$ cat config.mk
export PLATFORM = sky130hd
export DESIGN_NAME = imem_loader
export DESIGN_NICKNAME = d
export VERILOG_FILES = /design/src/rtl/imem_loader.sv
export SDC_FILE = /design/constraint.sdc
export NUM_CORES = 1
export LEC_CHECK = 0
export CAP_MARGIN = 5
export CORE_MARGIN = 2
export CORE_UTILIZATION = 23
export DETAILED_ROUTE_END_ITERATION = 7
export GPL_TIMING_DRIVEN = 1
export HOLD_SLACK_MARGIN = 0.15
export RECOVER_POWER = 25
export SLEW_MARGIN = 40
export SYNTH_ARGS = -nofsm -noshare
export SYNTH_HDL_FRONTEND = slang
export SYNTH_SLANG_ARGS = --single-unit
$ cat constraint.sdc
create_clock -name clk -period 7.83 [get_ports clk]
set_input_delay 0.783 -clock clk [delete_from_list [all_inputs] [get_ports clk]]
set_output_delay 0.783 -clock clk [all_outputs]
set_load 0.005 [all_outputs]
$ cat src/rtl/imem_loader.sv
// Boot-time instruction memory loader: length header, LE 32-bit words, optional XOR checksum (IMEM_LOADER_CHECKSUM_EN).
// Latency: WE one cycle after a word's 4th byte is accepted; DONE/ERR one cycle after the deciding byte.
// Backpressure: never stalls mid-load (rx_ready=1 throughout LEN/DATA/CHECK); idle input cycles hold all state.
module imem_loader #(
    parameter int unsigned DEPTH     = 10001,
    parameter logic [31:0] BASE_ADDR = 32'h0000_0000
) (
    input  logic        clk,
    input  logic        rst,
    input  logic        start,
    input  logic [7:0]  rx_data,
    input  logic        rx_valid,
    output logic        rx_ready,
    output logic        we,
    output logic [31:0] wa,
    output logic [31:0] wd,
    output logic        core_rst,
    output logic        busy,
    output logic        done,
    output logic        err
);

    typedef enum logic [2:0] {
        S_IDLE,
        S_LEN,
        S_DATA,
        S_CHECK,
        S_OK,
        S_FAIL
    } state_t;

    state_t      state;
    logic [1:0]  byte_cnt;
    logic [31:0] word_idx;
    logic [31:0] n_words;
    logic [23:0] asm_bytes;
`ifdef IMEM_LOADER_CHECKSUM_EN
    logic [7:0]  xsum;
`endif

    logic        accept;
    logic [31:0] n_next;
    logic [31:0] word_next;
    logic        last_word;

    // Byte-level helpers: length and data words are shifted in little-endian
    assign accept    = rx_valid && rx_ready;
    assign n_next    = {rx_data, n_words[31:8]};
    assign word_next = {rx_data, asm_bytes};
    assign last_word = (word_idx == n_words - 32'd1);

    // Load sequencer with registered handshake, write port and status outputs
    always_ff @(posedge clk) begin
        if (rst) begin
            state     <= S_IDLE;
            byte_cnt  <= 2'd0;
            word_idx  <= 32'd0;
            n_words   <= 32'd0;
            asm_bytes <= 24'd0;
`ifdef IMEM_LOADER_CHECKSUM_EN
            xsum      <= 8'd0;
`endif
            rx_ready  <= 1'b0;
            we        <= 1'b0;
            wa        <= 32'd0;
            wd        <= 32'd0;
            core_rst  <= 1'b1;
            busy      <= 1'b0;
            done      <= 1'b0;
            err       <= 1'b0;
        end else begin
            we <= 1'b0;
            case (state)
                S_IDLE, S_OK, S_FAIL: begin
                    if (start) begin
                        state    <= S_LEN;
                        byte_cnt <= 2'd0;
                        word_idx <= 32'd0;
`ifdef IMEM_LOADER_CHECKSUM_EN
                        xsum     <= 8'd0;
`endif
                        done     <= 1'b0;
                        err      <= 1'b0;
                        core_rst <= 1'b1;
                        busy     <= 1'b1;
                        rx_ready <= 1'b1;
                    end
                end
                S_LEN: begin
                    if (accept) begin
                        n_words  <= n_next;
                        byte_cnt <= byte_cnt + 2'd1;
`ifdef IMEM_LOADER_CHECKSUM_EN
                        xsum     <= xsum ^ rx_data;
`endif
                        if (byte_cnt == 2'd3) begin
                            if (n_next > DEPTH) begin
                                state    <= S_FAIL;
                                err      <= 1'b1;
                                busy     <= 1'b0;
                                rx_ready <= 1'b0;
                            end else if (n_next == 32'd0) begin
`ifdef IMEM_LOADER_CHECKSUM_EN
                                state    <= S_CHECK;
`else
                                state    <= S_OK;
                                done     <= 1'b1;
                                core_rst <= 1'b0;
                                busy     <= 1'b0;
                                rx_ready <= 1'b0;
`endif
                            end else begin
                                state <= S_DATA;
                            end
                        end
                    end
                end
                S_DATA: begin
                    if (accept) begin
                        asm_bytes <= {rx_data, asm_bytes[23:8]};
                        byte_cnt  <= byte_cnt + 2'd1;
`ifdef IMEM_LOADER_CHECKSUM_EN
                        xsum      <= xsum ^ rx_data;
`endif
                        if (byte_cnt == 2'd3) begin
                            we       <= 1'b1;
                            wa       <= BASE_ADDR + {word_idx[29:0], 2'b00};
                            wd       <= word_next;
                            word_idx <= word_idx + 32'd1;
                            if (last_word) begin
`ifdef IMEM_LOADER_CHECKSUM_EN
                                state    <= S_CHECK;
`else
                                state    <= S_OK;
                                done     <= 1'b1;
                                core_rst <= 1'b0;
                                busy     <= 1'b0;
                                rx_ready <= 1'b0;
`endif
                            end
                        end
                    end
                end
                S_CHECK: begin
                    if (accept) begin
                        busy     <= 1'b0;
                        rx_ready <= 1'b0;
`ifdef IMEM_LOADER_CHECKSUM_EN
                        if (rx_data == xsum) begin
                            state    <= S_OK;
                            done     <= 1'b1;
                            core_rst <= 1'b0;
                        end else begin
                            state <= S_FAIL;
                            err   <= 1'b1;
                        end
`else
                        // Unreachable without checksum support
                        state <= S_FAIL;
                        err   <= 1'b1;
`endif
                    end
                end
                default: begin
                    state <= S_IDLE;
                end
            endcase
        end
    end

endmodule

# Word level (Yosys, flattened, before mapping)
# Cells that the tools add are included.
[classes]
muxes = 46
bitwise_logic = 2
eq_ne = 19
order_cmp = 1
n_addsub = 3
n_reduce_logical = 20
[op_table]
columns = ["op", "n"]
rows = [
  ["two-way mux 32 bit", 3],
  ["case mux 32 bit (2 select lines)", 1],
  ["adder 32 x 1 -> 32 bit (second input constant)", 1],
  ["== test 32 bit", 1],
  ["greater-than comparator 32 x 14 -> 1 bit (second input constant)", 1],
  ["zero test 32 bit", 1],
  ["subtractor 32 x 1 -> 32 bit (second input constant)", 1],
  ["two-way mux 3 bit", 9],
  ["two-way mux 1 bit", 25],
  ["inequality test 2 bit (second input constant)", 10],
  ["AND reduction 9 bit", 2],
  ["case mux 3 bit (4 select lines)", 1],
  ["case mux 1 bit (3 select lines)", 3],
  ["AND reduction 7 bit", 1],
  ["== test 3 x 2 -> 1 bit (second input constant)", 2],
  ["== test 3 bit (second input constant)", 2],
  ["AND reduction 3 bit", 2],
  ["AND reduction 6 bit", 1],
  ["nonzero test 3 bit", 2],
  ["OR reduction 3 bit", 2],
  ["two-way mux 2 bit", 2],
  ["case mux 1 bit (4 select lines)", 1],
  ["case mux 2 bit (2 select lines)", 1],
  ["AND reduction 2 bit", 2],
  ["12 further kinds", 14],
]
[totals]
ff_bits = 160
out_inout_bits = 70
input_bits = 12
word_cells = 103

# Longest topological paths before layout
[logic_depth]
depth_word = 6
mapped_depth = 11

# Worst setup path after synthesis
# No wires, ideal clock.
[synth_path]
path_type = "register to register"
from = "register n_words[4]"
to = "register core_rst"
path_stages_with_launch = 11
path_slack_ps = 4549
n_path_buf = 2
arrival_ps = 3162
required_time_ps = 7710
cell_sequence = "dfxtp_1 buf_6 or4_1 buf_2 or4_4 a2111oi_4 o2111ai_1 or4_4 nor4_4 o21ai_2 a211o_1"
[synth_via]
elab_chain_cells = 4
[synth_lines]
columns = ["item", "line_no", "text"]
rows = [
  ["from (decl)", "35", "logic [31:0] n_words;"],
  ["from (signal assigned)", "91", "n_words <= n_next;"],
  ["subtractor 32 x 1 -> 32 bit", "50", "assign last_word = (word_idx == n_words - 32'd1);"],
  ["== test 32 bit", "50", ""],
  ["inequality test 2 bit (no line)", "n/a", ""],
  ["AND reduction 9 bit (no line)", "n/a", ""],
  ["to (signal assigned)", "67", "core_rst <= 1'b1;"],
  ["to (signal assigned)", "84", "core_rst <= 1'b1;"],
  ["to (signal assigned)", "108", "core_rst <= 1'b0;"],
  ["to (decl)", "17", "output logic core_rst,"],
]
# No other way between the ends.
# A chain may end at the register's enable or synchronous reset.

# Final worst setup path
[layout_path]
from = "register n_words[0]"
to = "register core_rst"
# Same word-level chain as after synthesis.

==> impl_metrics.sql <==
INSERT INTO impl_metrics (metric_group, metric, value, unit) VALUES
('yosys', 'synth.lib_cells_used.distinct', '64', ''),
('die', 'die_area', '0.03411', 'sq mm'),
('sta', 'fin_tns_setup', '0', 'ns'),
('finish', 'multi_input_comb_area', '0.003964', 'sq mm'),
('power_and_ir_drop', 'intPower', '0.001305', 'W'),
('cts', 'skew_pair_late_insertion_delay', '0.43', 'ns'),
('finish', 'post-route-util', '0.2833', ''),
('yosys', 'synth-compound-area-share', '0.1438', ''),
('grt', 'grt_max_degree', '101', ''),
('yosys', 'synth_top_family_by_area', 'simple AND/OR/NAND/NOR gates', ''),
('die', 'core_area', '0.03237', 'sq mm'),
('sta', 'max-slew-margin-rel', '-0.05317', ''),
('yosys', 'synth-seq-area-share', '0.4265', ''),
('flow_run', 'cap_viol_max_count', '1', ''),
('die', 'initial_cell_density_of_the_core', '0.2320', ''),
('yosys', 'netlist_area', '0.007510', 'sq mm'),
('drt', 'drtPass1Iterations', '5', ''),
('yosys', 'yosysWarnings', '0', ''),
('placed_design', 'place.gp.congestion', '0.8956', ''),
('sta', 'grt_setup_unrepaired', 'false', ''),
('sta', 'worst_pin_slew', '1.580', 'ns'),
('sta', 'period_needed', '3.660', 'ns'),
('die', 'fp-row-count', '66', ''),
('sta', 'timing.final.hold_violations', '0', ''),
('setup_path', 'crit_type', 'reg2reg', ''),
('power_and_ir_drop', 'switching_power', '0.0004743', 'W'),
('cts', 'worst_setup_hold_path_clk_slew', '0.07', 'ns'),
('drt', 'post_drt_antenna_nets', '0', ''),
('setup_path', 'critPathMaxFanout', '11', ''),
('power_and_ir_drop', 'pwr-share-clk', '0.455', ''),
('yosys', 'synth-main-ff-cell', 'sky130_fd_sc_hd__dfxtp_1', ''),
('power_and_ir_drop', 'irDropWorstVdd', '0.1462', 'mV'),
('drt', 'dr_total_vias', '6755', ''),
('placed_design', 'placement.io_buffers', '79', ''),
('finish', 'mostFrequentLayoutCells', 'sky130_fd_sc_hd__nand2_1, sky130_fd_sc_hd__dfxtp_1, sky130_fd_sc_hd__a21oi_1, sky130_fd_sc_hd__nor2_1, sky130_fd_sc_hd__clkdlybuf4s50_1', ''),
('setup_path', 'arrival', '3.98', 'ns'),
('setup_path', 'end_kind', 'register', ''),
('power_and_ir_drop', 'comb_power_share', '0.070', ''),
('drt', 'routed_wl', '20500', 'microns'),
('drt', 'number_of_drc_violations_after_detailed_routing_iteration_0', '411', ''),
('yosys', 'yosys.area_share.simple', '0.2924', ''),
('sta', 'setup_violations', '0', ''),
('die', 'die_w', '184.7', 'microns'),
('setup_path', 'start_kind', 'register', ''),
('finish', 'layout.area.seq', '0.003203', 'sq mm'),
('finish', 'post_route_cells_drive_above_1_share', '0.06385', ''),
('drt', 'drcViolationCount', '0', ''),
('die', 'die_y', '184.7', 'microns'),
('grt', 'antenna_found_initial', '0', ''),
('finish', 'nNetsFinal', '1020', ''),
('run_status', 'run_status', 'finished, violations left', ''),
('cts', 'sink_count_of_the_clock_tree', '160', ''),
('power_and_ir_drop', 'reg_power_frac', '0.475', ''),
('sta', 'min_period_over_period', '0.4674', ''),
('finish', 'antenna-diode-count', '0', ''),
('run_status', 'violations', 'capacitance limit, slew limit', ''),
('yosys', 'synth_cells', '981', ''),
('grt', 'vias_in_the_first_global_route', '6246', ''),
('yosys', 'postSynthRegisterBits', '160', ''),
('min_path', 'timing.hold.worst.class', 'reg2reg', ''),
('drt', 'avgRoutedWirePerCell', '14.04', 'microns'),
('grt', 'grt_first_pass_wirelength', '33310', 'microns'),
('yosys', 'synth.mux.area_fraction', '0.006831', ''),
('sta', 'final.hold.worst_slack', '0.4505', 'ns'),
('sta', 'timing.fmax', '0.2733', 'GHz'),
('power_and_ir_drop', 'powerDensity', '194.0', 'mW/mm^2'),
('sta', 'finalMaxSlewViolations', '33', ''),
('yosys', 'xor_xnor_share_of_the_synthesized_area', '0.07581', ''),
('setup_path', 'critical_path_required', '8.15', 'ns'),
('power_and_ir_drop', 'leakagePower', '3.072', 'nW'),
('yosys', 'synth_enable_flop_cells', '0', '');
## synthesized netlist by cell type (all sizes together) (6+ instances only)
master	count	area, sq um
or3	8	50.05
nor4b	6	52.55
or4	14	112.6
nor2b	6	37.54
xnor2	28	245.2
nand3	16	80.08
and3	6	37.54
xor2	37	324.1
o31ai	6	45.04
dfxtp	160	3203
nor3	15	75.07
nand2	268	1006
nor2	57	214.0
buf	10	68.81
nand4	17	106.4
nor4	20	140.1
or2	7	43.80
a21oi	133	665.6
clkbuf	72	270.3
inv	8	30.03
o21ai	15	78.82
## worst max-delay path: stages (launching register included)
cell,delay (ns)
sky130_fd_sc_hd__dfxtp_1,0.37
sky130_fd_sc_hd__inv_1,0.09
sky130_fd_sc_hd__ha_1,0.20
sky130_fd_sc_hd__nor3b_1,0.56
sky130_fd_sc_hd__nand4_1,0.50
sky130_fd_sc_hd__or4_1,0.57
sky130_fd_sc_hd__a211oi_1,0.26
sky130_fd_sc_hd__nand4_1,0.19
sky130_fd_sc_hd__nor4_4,0.45
sky130_fd_sc_hd__o21ai_2,0.08
sky130_fd_sc_hd__a211o_1,0.29
## cell type report
type | count | share of cell area
sequential | 160 | 0.3493
clock inverter | 14 | 0.01528
clock buffer | 18 | 0.04789
multi-input combinational | 732 | 0.4323
tap | 442 | 0.06031
timing repair buffer | 86 | 0.09169
inverter | 8 | 0.003275
## layer usage
metal / up-vias / routed length [microns] / GRT usage
met5: - / 0 / 0
met2: 145 / 9876 / 0.2033
met1: 3204 / 9485 / 0.1601
met3: 22 / 835 / 0.02628
li1: 3384 / - / -
met4: 0 / 303 / 0.03556
## cell families after synthesis
kind of cell | after synthesis
AOI/OAI and AO/OA | 187
buffers and inverters | 90
adders and majority gates | 3
other | 1
xor gates and xnor gates | 65
and+or+nand+nor | 470
DFF | 160
muxes | 5
## power by group through the flow
| stage | clock network, W | registers, W | logic [W] |
|---|---|---|---|
| finish | 0.000810 | 0.000846 | 0.000124 |
| global route | 0.000868 | 0.000848 | 0.000140 |
| detailed placement | 0 | 0.000864 | 0.000124 |
| global placement | 0 | 0.000864 | 0.000123 |
| floorplan | 0 | 0.000854 | 0.0000910 |
| CTS | 0.000833 | 0.000846 | 0.000125 |
## per-stage QoR
stage               area, sq um  power [W]
global route               9170   0.001856
floorplan                  7513  0.0009451
CTS                        9166   0.001804
global placement           8577  0.0009868
finish                     9170   0.001779
detailed placement         8587  0.0009889
## worst paths after layout
check | from | endpoint | slack, ns | depth (start not counted)
worst max-delay path | n_words[0] | core_rst | 4.17 | 10
worst min-delay path | wa[29] | wa[29] | 0.45 | 2
worst max register to register | n_words[0] | core_rst | 4.17 | 10
worst min register to register | wa[29] | wa[29] | 0.45 | 2
## flip-flops by register name, summed over array words and instances (netlist names)
| signal | count |
|---|---|
| n_words | 32 |
| wd | 32 |
| word_idx | 32 |
| wa | 30 |
| asm_bytes | 24 |
| state | 3 |
| byte_cnt | 2 |
| busy | 1 |
| core_rst | 1 |
| done | 1 |
| err | 1 |
| we | 1 |
Power figures use the tool's default switching activity.
